### config.mk
export PLATFORM = sky130hd
export DESIGN_NAME = muldiv_ctrl
export DESIGN_NICKNAME = d
export VERILOG_FILES = /design/src/rtl/muldiv_ctrl.sv
export SDC_FILE = /design/constraint.sdc
export NUM_CORES = 1
export LEC_CHECK = 0
export ABC_CLOCK_PERIOD_IN_PS = 3900
export CORE_UTILIZATION = 54
export CTS_CLUSTER_DIAMETER = 60
export CTS_CLUSTER_SIZE = 16
export DETAILED_ROUTE_END_ITERATION = 8
export PLACE_DENSITY = 0.8
export SLEW_MARGIN = 30
export SYNTH_ARGS = -nofsm -noshare
export SYNTH_HDL_FRONTEND = slang
export SYNTH_SLANG_ARGS = --single-unit
### constraint.sdc
create_clock -name clock -period 3.9 [get_ports clock]
set_input_delay 0.78 -clock clock [delete_from_list [all_inputs] [get_ports clock]]
set_output_delay 0.78 -clock clock [all_outputs]
set_load 0.01 [all_outputs]
### src/rtl/muldiv_ctrl.sv
// muldiv_ctrl: 32-bit signed multiply (radix-2 Booth) / divide (restoring).
// Optional MULDIV_DIV0_TRAP_EN: DIV by zero finishes at once with div_zero.
module muldiv_ctrl (
  input  logic        clock,
  input  logic        reset,
  input  logic        start,
  input  logic        op,
  input  logic [31:0] a,
  input  logic [31:0] b,
  output logic        busy,
  output logic        done,
  output logic [31:0] hi,
  output logic [31:0] lo,
  output logic        div_zero
);

  typedef enum logic [2:0] {
    IDLE, MULT, DIV, FIX, DONE
  } state_t;

  state_t      state_q, state_d;
  logic [32:0] acc_q;
  logic [31:0] q_q;
  logic        qm1_q;
  logic [32:0] m_q;
  logic [4:0]  cnt_q;
  logic        div_q;
  logic        neg_q_q;
  logic        neg_r_q;

  logic        trap;
  logic [31:0] mag_a;
  logic [31:0] mag_b;
  logic [32:0] booth_sum;
  logic [32:0] div_shift;
  logic        div_ge;
  logic [31:0] rem_fix;
  logic [31:0] quo_fix;

`ifdef MULDIV_DIV0_TRAP_EN
  logic dz_q;
  assign trap     = op && (b == 32'd0);
  assign div_zero = dz_q;

  // divide-by-zero flag lives exactly for the DONE cycle of a trap
  always_ff @(posedge clock or negedge reset) begin
    if (!reset) dz_q <= 1'b0;
    else        dz_q <= (state_q == IDLE) && start && trap;
  end
`else
  assign trap     = 1'b0;
  assign div_zero = 1'b0;
`endif

  assign mag_a = a[31] ? -a : a;
  assign mag_b = b[31] ? -b : b;
  assign busy  = (state_q == MULT) || (state_q == DIV) ||
                 (state_q == FIX);
  assign done  = (state_q == DONE);

  assign div_shift = {acc_q[31:0], q_q[31]};
  assign div_ge    = (div_shift >= m_q);
  assign rem_fix   = neg_r_q ? -acc_q[31:0] : acc_q[31:0];
  assign quo_fix   = neg_q_q ? -q_q : q_q;

  // Booth recoding of the multiplier LSB pair
  always_comb begin
    booth_sum = acc_q;
    unique case ({q_q[0], qm1_q})
      2'b01:   booth_sum = acc_q + m_q;
      2'b10:   booth_sum = acc_q - m_q;
      default: booth_sum = acc_q;
    endcase
  end

  // state register
  always_ff @(posedge clock or negedge reset) begin
    if (!reset) state_q <= IDLE;
    else        state_q <= state_d;
  end

  // next-state logic
  always_comb begin
    state_d = state_q;
    unique case (state_q)
      IDLE: begin
        if (start) begin
          if (trap)    state_d = DONE;
          else if (op) state_d = DIV;
          else         state_d = MULT;
        end
      end
      MULT, DIV: begin
        if (cnt_q == 5'd31) state_d = FIX;
      end
      FIX:     state_d = DONE;
      DONE:    state_d = IDLE;
      default: state_d = IDLE;
    endcase
  end

  // iteration datapath and result registers
  always_ff @(posedge clock or negedge reset) begin
    if (!reset) begin
      acc_q   <= '0;
      q_q     <= '0;
      qm1_q   <= 1'b0;
      m_q     <= '0;
      cnt_q   <= '0;
      div_q   <= 1'b0;
      neg_q_q <= 1'b0;
      neg_r_q <= 1'b0;
      hi      <= '0;
      lo      <= '0;
    end else begin
      unique case (state_q)
        IDLE: begin
          if (start && !trap) begin
            acc_q <= '0;
            qm1_q <= 1'b0;
            cnt_q <= '0;
            div_q <= op;
            if (op) begin
              q_q     <= mag_a;
              m_q     <= {1'b0, mag_b};
              neg_q_q <= (a[31] ^ b[31]) && (b != 32'd0);
              neg_r_q <= a[31];
            end else begin
              q_q     <= b;
              m_q     <= {a[31], a};
              neg_q_q <= 1'b0;
              neg_r_q <= 1'b0;
            end
          end
        end
        MULT: begin
          acc_q <= {booth_sum[32], booth_sum[32:1]};
          q_q   <= {booth_sum[0], q_q[31:1]};
          qm1_q <= q_q[0];
          cnt_q <= cnt_q + 5'd1;
        end
        DIV: begin
          acc_q <= div_ge ? (div_shift - m_q) : div_shift;
          q_q   <= {q_q[30:0], div_ge};
          cnt_q <= cnt_q + 5'd1;
        end
        FIX: begin
          if (div_q) begin
            hi <= rem_fix;
            lo <= quo_fix;
          end else begin
            hi <= acc_q[31:0];
            lo <= q_q;
          end
        end
        default: ;
      endcase
    end
  end

endmodule

-- After elaboration in Yosys (flattened, before gate mapping)
Index checks and enable logic that the tools add are counted.
- bits in registers: 174
- input port bits: 68
- output and inout port bits: 67
- word-level logic and storage cells: 68
- add/sub/neg operators: 8
- order comparisons: 1
- eq/ne operators: 9
- mux-type cells: 24
- bitwise logic cells: 1
- reductions and logical operators: 14
- operators with widths (operator ; count):
    2-to-1 mux 32 bit ; 8
    negator 32 bit ; 4
    2-to-1 mux 33 bit ; 3
    one-hot mux 33 bit (3 select lines) ; 1
    one-hot mux 32 bit (3 select lines) ; 1
    one-hot mux 33 bit (2 select lines) ; 1
    subtractor 33 bit ; 2
    adder 33 bit ; 1
    >= comparator 33 bit ; 1
    nonzero test 32 bit ; 1
    one-hot mux 5 bit (2 select lines) ; 1
    AND reduction 2 bit ; 5
    one-hot mux 3 bit (3 select lines) ; 1
    == test 3 x 2 -> 1 bit (second input constant) ; 2
    2-to-1 mux 3 bit ; 2
    adder 5 x 1 -> 5 bit (second input constant) ; 1
    == test 5 bit (second input constant) ; 1
    2-to-1 mux 5 bit ; 1
    nonzero test 2 bit ; 2
    == test 3 x 1 -> 1 bit (second input constant) ; 1
    == test 3 bit (second input constant) ; 1
    zero test 3 bit ; 1
    2-to-1 mux 1 bit ; 3
    nonzero test 3 bit ; 1
    other kinds (10) ; 11

-- Depth between registers and ports, before layout
Gate-level depths: netlist of run 1.
- depth after elaboration: 5
- depth in mapped cells: 19
- depth with buffers taken out: 18

-- Least setup slack after synthesis of run 1
Ideal clock, no wire load.
- kind: reg-to-reg
- start: reg m_q[11]
- end: reg acc_q[31]
- library setup time: 130 ps
- arrival: 4073 ps
- required time: 3770 ps
- path slack: -303 ps
- stages on the path, launching flop included: 17
- path buffers: 0
- clock period less this slack: 4203 ps
- path through: dfrtp_1 -> or4_1 -> nor4_1 -> and2_1 -> a31oi_1 -> xnor2_1 -> ha_1 -> a21oi_1 -> o22ai_1 -> or4_1 -> a41o_1 -> a21oi_1 -> o21ai_0 -> nand4b_1 -> and3_1 -> o21ai_0 -> a21oi_1
- cells in the longest elaborated chain, start to end: 3
- elaborated cells between the ends (all ways): 7
- those cells by class: add/sub: 3; order compare: 1; mux: 3
- ends and longest elaborated chain (element ; line ; source):
    start, declared ; 25 ; logic [32:0] m_q;
    start signal, assigned ; 125 ; m_q <= {1'b0, mag_b};
    start signal, assigned ; 130 ; m_q <= {a[31], a};
    subtractor 33 bit (tied with other cells) ; 71 ; 2'b10: booth_sum = acc_q - m_q;
    one-hot mux 33 bit (2 select lines) / 2-to-1 mux 33 bit (equally long branches) ; 69, 143 ;
    one-hot mux 33 bit (3 select lines) * ; 116 ; unique case (state_q)
    end signal, assigned ; 137 ; acc_q <= {booth_sum[32], booth_sum[32:1]};
    end signal, assigned ; 143 ; acc_q <= div_ge ? (div_shift - m_q) : div_shift;
    end, declared ; 22 ; logic [32:0] acc_q;
Mark *: on every way between the ends. The rest lies on a longest branch, timed or not.
A chain may end at the register's enable or synchronous reset.

-- Final worst setup path of run 1
- start: reg m_q[4]
- end: reg acc_q[31]
Same word-level chain as after synthesis.

==> results of run 1 <==
## cells by family (layout without fill, tap and decap cells)
kind of cell	after synthesis	count (layout)
xor+xnor	206	206
flops	174	174
buf+inv	200	450
other cells	1	1
compound gates	681	681
simple gates	619	619
fa+ha+maj	75	75
mux	17	17
## cell type report
class	count	area (um^2)	share of cell area, %
Clock inverter	15	218	1.14
Sequential cell	174	4350	22.8
Timing Repair Buffer	347	3000	15.7
Inverter	71	267	1.40
Clock buffer	17	425	2.23
Multi-Input combinational cell	1599	10400	54.3
Tap cell	372	465	2.44
## flip-flops by register name, summed over array words and instances (netlist names), 3 cells and up
| name | cells |
|---|---|
| acc_q | 33 |
| m_q | 33 |
| hi | 32 |
| lo | 32 |
| q_q | 32 |
| cnt_q | 5 |
| state_q | 3 |
## routing by layer
layer  up-vias  wire length [um]  global-route usage, %
li1       7524                 -                      -
met1      7586             21800                   50.4
met2       741             23300                   56.8
met3       104              4970                   6.64
met4         0              1420                   11.6
met5         -                 0                      0
## timing repair
action / in CTS / in global routing
endpoints found under the setup margin: 12 / 19
gates resized for setup: 43 / 44
buffers inserted: 6 / 9
pin swaps: 52 / 38
## critical path: stages (launching register included)
cell and delay, ps:
dfrtp_1 410, nor4_4 340, nand3_1 140, nor2_2 160, buf_4 130, and2_4 170
a31oi_4 100, xnor2_2 160, ha_1 320, a21oi_2 150, o22ai_2 100, or4_4 410
a41o_1 220, a21oi_4 160, o21ai_2 90, nand4b_1 220, and3_1 200, o21ai_2 140
a21oi_1 80
## cell usage in the layout, fill, tap and decap left out, drive strengths merged, types with 8 or more instances in the layout
cell type	synthesis	final
and3	13	13
nor4	14	14
nand2	218	218
inv	71	79
nand2b	17	17
o21ai	225	225
nor2	202	202
nand4	13	13
mux2i	13	13
a222oi	13	13
ha	73	73
o21bai	10	10
o41ai	15	15
a22oi	39	39
nand3	32	32
and2	11	11
clkbuf	119	17
nor3	31	31
or4	18	18
a31oi	26	26
a21o	48	48
xnor2	103	103
or3	13	13
dfrtp	174	174
buf	10	216
clkdlybuf4s50	0	131
xor2	103	103
o31ai	27	27
o21a	8	8
nor2b	12	12
o211ai	9	9
a221oi	11	11
a211oi	11	11
a21oi	196	196
## stage by stage
stage / worst slack, ps / util [%] / TNS, ps / hold slack, ps / cell area (um^2)
2_1_floorplan: -38.2 / - / -76.5 / 463 / 15100
3_3_place_gp: -290 / 66.0 / -1780 / 459 / 17900
3_5_place_dp: -342 / 66.0 / -3660 / 469 / 17900
4_1_cts: -25.0 / 69.2 / -25.0 / 310 / 18800
5_1_grt: -99.6 / 70.2 / -432 / 329 / 19100
6_report: 49.9 / 70.2 / 0 / 277 / 19100
## path summary, 6_finish.rpt
kind	start	endpoint	slack [ps]
setup / recovery	m_q[4]$_DFFE_PN0P_	acc_q[31]$_DFFE_PN0P_	50
hold / removal	reset	lo[9]$_DFFE_PN0P_	280
setup reg to reg	m_q[4]$_DFFE_PN0P_	acc_q[31]$_DFFE_PN0P_	50
hold reg to reg	lo[23]$_DFFE_PN0P_	lo[23]$_DFFE_PN0P_	480
max in group asynchronous	reset	acc_q[16]$_DFFE_PN0P_	2560
min in group clock	lo[23]$_DFFE_PN0P_	lo[23]$_DFFE_PN0P_	480
==> metrics.txt, run 1 <==
crit end category flop; worst rel slew slack 43.7%; Synth Area in Compound Gates 27.7%; Top FF cell, synth dfrtp_1; multiplexer share of the synthesized area 1.16%; H-tree level count 4; Cell variety after synth 71; WS Path Type flop to flop; Clock Skews 18.8 ps; post-synthesis xor/xnor area fraction 12.0%; IO Pins 135; Starting Density 55.3%; post-synthesis cell area 0.0150 mm^2; hold crit path type input pin to async pin; Overflow after GRT 0; antenna violations before repair 0; Routed Antenna Nets 0; arrival time at the worst endpoint 4180 ps; Synth warnings 0; Avg Synthesized Cell Area 7.62 um^2; outcome finished, final reports clean; Synth top area share 28.9%; die area 0.0285 mm^2; CTS tree built; max frequency 260 MHz; die width 169 um; placement row count 60; DR iter-0 viols 1671; post-synth top area cell dfrtp_1; CTS root buf clkbuf_16; top post-synthesis cells by area dfrtp_1, o21ai_0, a21oi_1; R2R cell count 18; EDFF count, synth 0; Sink Count 174; GRT Overall Usage 36.2%; largest net degree at the start of global routing 130; via/cell ratio 6.15; Post-Route WL 51.6 mm; area grow syn2layout 26.9%; fin crit period 3850 ps; Core ar. 0.0272 mm^2; nets 2353; # hold bufs at CTS 0; simple-gate share of the synthesized area 18.8%; Slew Viols, Final 0; worst slew pin tran 842 ps; Critical Path Source Type flop; die height 169 um; unrepaired setup endpoints after global routing true; Post-route DRC 0; Worst-Skew Late Latency 450 ps; Avg WL per Cell 19.9 um; final hold vios 0; max-cap check violation count 0; non-filler cells, final 2595; Worst Path Max Fanout 3; filler cell count 2229; first-pass GRT wire length 81.0 mm; vias in the first global route 14900; commonest cells in the netlist o21ai_0, nand2_1, nor2_1, a21oi_1, dfrtp_1; clock-pin slew on the worst setup and hold paths 90 ps; Post-DP HPWL 39.4 mm; CTS max path bufs 2; FFs w/ async S/R, synth 100%; top-count cell post-synth o21ai_0; Synth Net Count 2116; part of the Yosys area used for sequential elements 28.9%; GP Congestion 0.980; Final Cycle Share 98.7%; PortBufs 133; CTS Buf Count 17; instance count of the mapped netlist 1973; combinational family with the most area after synthesis compound AO/OA/AOI/OAI gates; post-placement cell count 2548; layout cells sized above 1 15.4%; via count 16000; final setup fails 0; CP Data Required Time 4230 ps; number of diodes 0; Synth Area in Adders 6.34%; First-pass DRT Iterations 6; Yosys reg bits 174
Power of run 1 is not shown: default switching activity piles up to over one toggle a cycle in this logic, so the estimate is an artifact.
==> run 2, diff against run 1 <==
Settings changed: CAP_MARGIN set to 30, SLEW_MARGIN 30 to 5.
==> metrics.txt, run 2 (synthesis gave the netlist of run 1 again) <==
first-pass GRT wire length 81.0 mm; Slowest-stage cell, CP dfrtp_1; die area 0.0285 mm^2; Buffers & Inverters on Critical Path 1; CTS tree built; R2R cell count 18; commonest non-fill, non-tap cells in the layout nand2_1, o21ai_0, buf_4; PortBufs 133; IO Pins 135; layout cells sized above 1 15.3%; fin crit period 3850 ps; post-placement cell count 2548; die height 169 um; most frequent CP cell o21ai_2; crit path cell chain nor4_4 -> nand3_1 -> nor2_2 -> buf_4 -> and2_4 -> a31oi_4 -> xnor2_2 -> ha_1 -> a21oi_2 -> o22ai_2 -> or4_4 -> a41o_1 -> a21oi_4 -> o21ai_2 -> nand4b_1 -> and3_1 -> o21ai_2 -> a21oi_1; clock-pin slew on the worst setup and hold paths 90 ps; crit end category flop; Worst-Skew Late Latency 450 ps; most common cell after layout, fill and taps aside nand2_1; CP Data Required Time 4220 ps; area grow syn2layout 26.9%; # hold bufs at CTS 0; Clock Skews 18.7 ps; final hold vios 0; CTS max path bufs 2; via/cell ratio 6.14; worst rel slew slack 35.3%; CP top delay family simple AND/OR/NAND/NOR gates; number of diodes 0; CTS Buf Count 17; worst setup path start m_q[4]$_DFFE_PN0P_; Worst Path Max Fanout 3; largest net degree at the start of global routing 130; CP peak stage delay 410 ps; Finished Cell Area 0.0191 mm^2; Avg WL per Cell 19.9 um; vias in the first global route 14900; antenna violations before repair 0; GRT Overall Usage 36.2%; pre-CTS WS -342 ps; nets 2353; WS Path Type flop to flop; final setup fails 0; setup TNS 0 ps; Sink Count 174; hold crit path type input pin to async pin; reg-to-reg slack, setup 50 ps; Post-route DRC 0; placement row count 60; unrepaired setup endpoints after global routing true; Final Cycle Share 98.8%; DR iter-0 viols 1672; Worst Setup EP acc_q[31]$_DFFE_PN0P_; Core ar. 0.0272 mm^2; Post-DP HPWL 39.4 mm; Worst Slack Setup Final 47.7 ps; Largest regs acc_q (33), m_q (33); GP Congestion 0.980; Routed Antenna Nets 0; non-filler cells, final 2595; R2R Path Start m_q[4]$_DFFE_PN0P_; outcome finished, final reports clean; Slew Viols, Final 0; die width 169 um; Post-Route WL 51.6 mm; H-tree level count 4; arrival time at the worst endpoint 4180 ps; dpl cell area 0.0179 mm^2; via count 15900; worst slew pin tran 969 ps; max frequency 260 MHz; First-pass DRT Iterations 6; Overflow after GRT 0; r2r endpoint acc_q[31]$_DFFE_PN0P_; Starting Density 55.3%; Critical Path Source Type flop; max-cap check violation count 0; Stages on worst setup path 18; CTS root buf clkbuf_16
[run 2: cell counts in the layout (fill, tap and decap cells not counted)]
Identical to the previous run, type by type.
[run 2: repair_timing]
action | in CTS | in global routing
endpoints found under the setup margin | 12 | 19
gates resized for setup | 43 | 44
setup buffers | 6 | 9
gates cloned | 0 | 0
pin swaps | 52 | 38
[run 2: final cells by class]
class / instances / area (um^2)
repair buffers: 347 / 3000
fillers: 2229 / 8090
clock buffers: 17 / 425
flip-flops and latches: 174 / 4350
multi-input cells: 1599 / 10400
clock inverters: 15 / 218
well taps: 372 / 465
inverters: 71 / 267
[run 2: layer usage]
layer | global-route usage, % | share of wire, %
met1 | 50.4 | 42
met2 | 56.8 | 45
met3 | 6.64 | 9.7
met4 | 11.6 | 2.7
met5 | 0 | 0
[run 2: metrics by stage]
| stage | util, % | hold slack [ps] |
|---|---|---|
| final | 70.2 | 278 |
| after global routing | 70.2 | 329 |
| after CTS | 69.2 | 310 |
| after detailed placement | 66.0 | 469 |
| after global placement | 66.0 | 459 |
| after floorplan | - | 463 |
[run 2: worst min path at each step]
stage	start	endpoint	slack (ps)
after detailed placement	lo[19]$_DFFE_PN0P_	lo[19]$_DFFE_PN0P_	470
after floorplan	neg_r_q$_DFFE_PN0P_	neg_r_q$_DFFE_PN0P_	460
after CTS	reset	lo[8]$_DFFE_PN0P_	310
final	reset	lo[9]$_DFFE_PN0P_	280
after global placement	lo[19]$_DFFE_PN0P_	lo[19]$_DFFE_PN0P_	460
after global routing	reset	lo[8]$_DFFE_PN0P_	330
Power of run 2 is left out for the same reason.
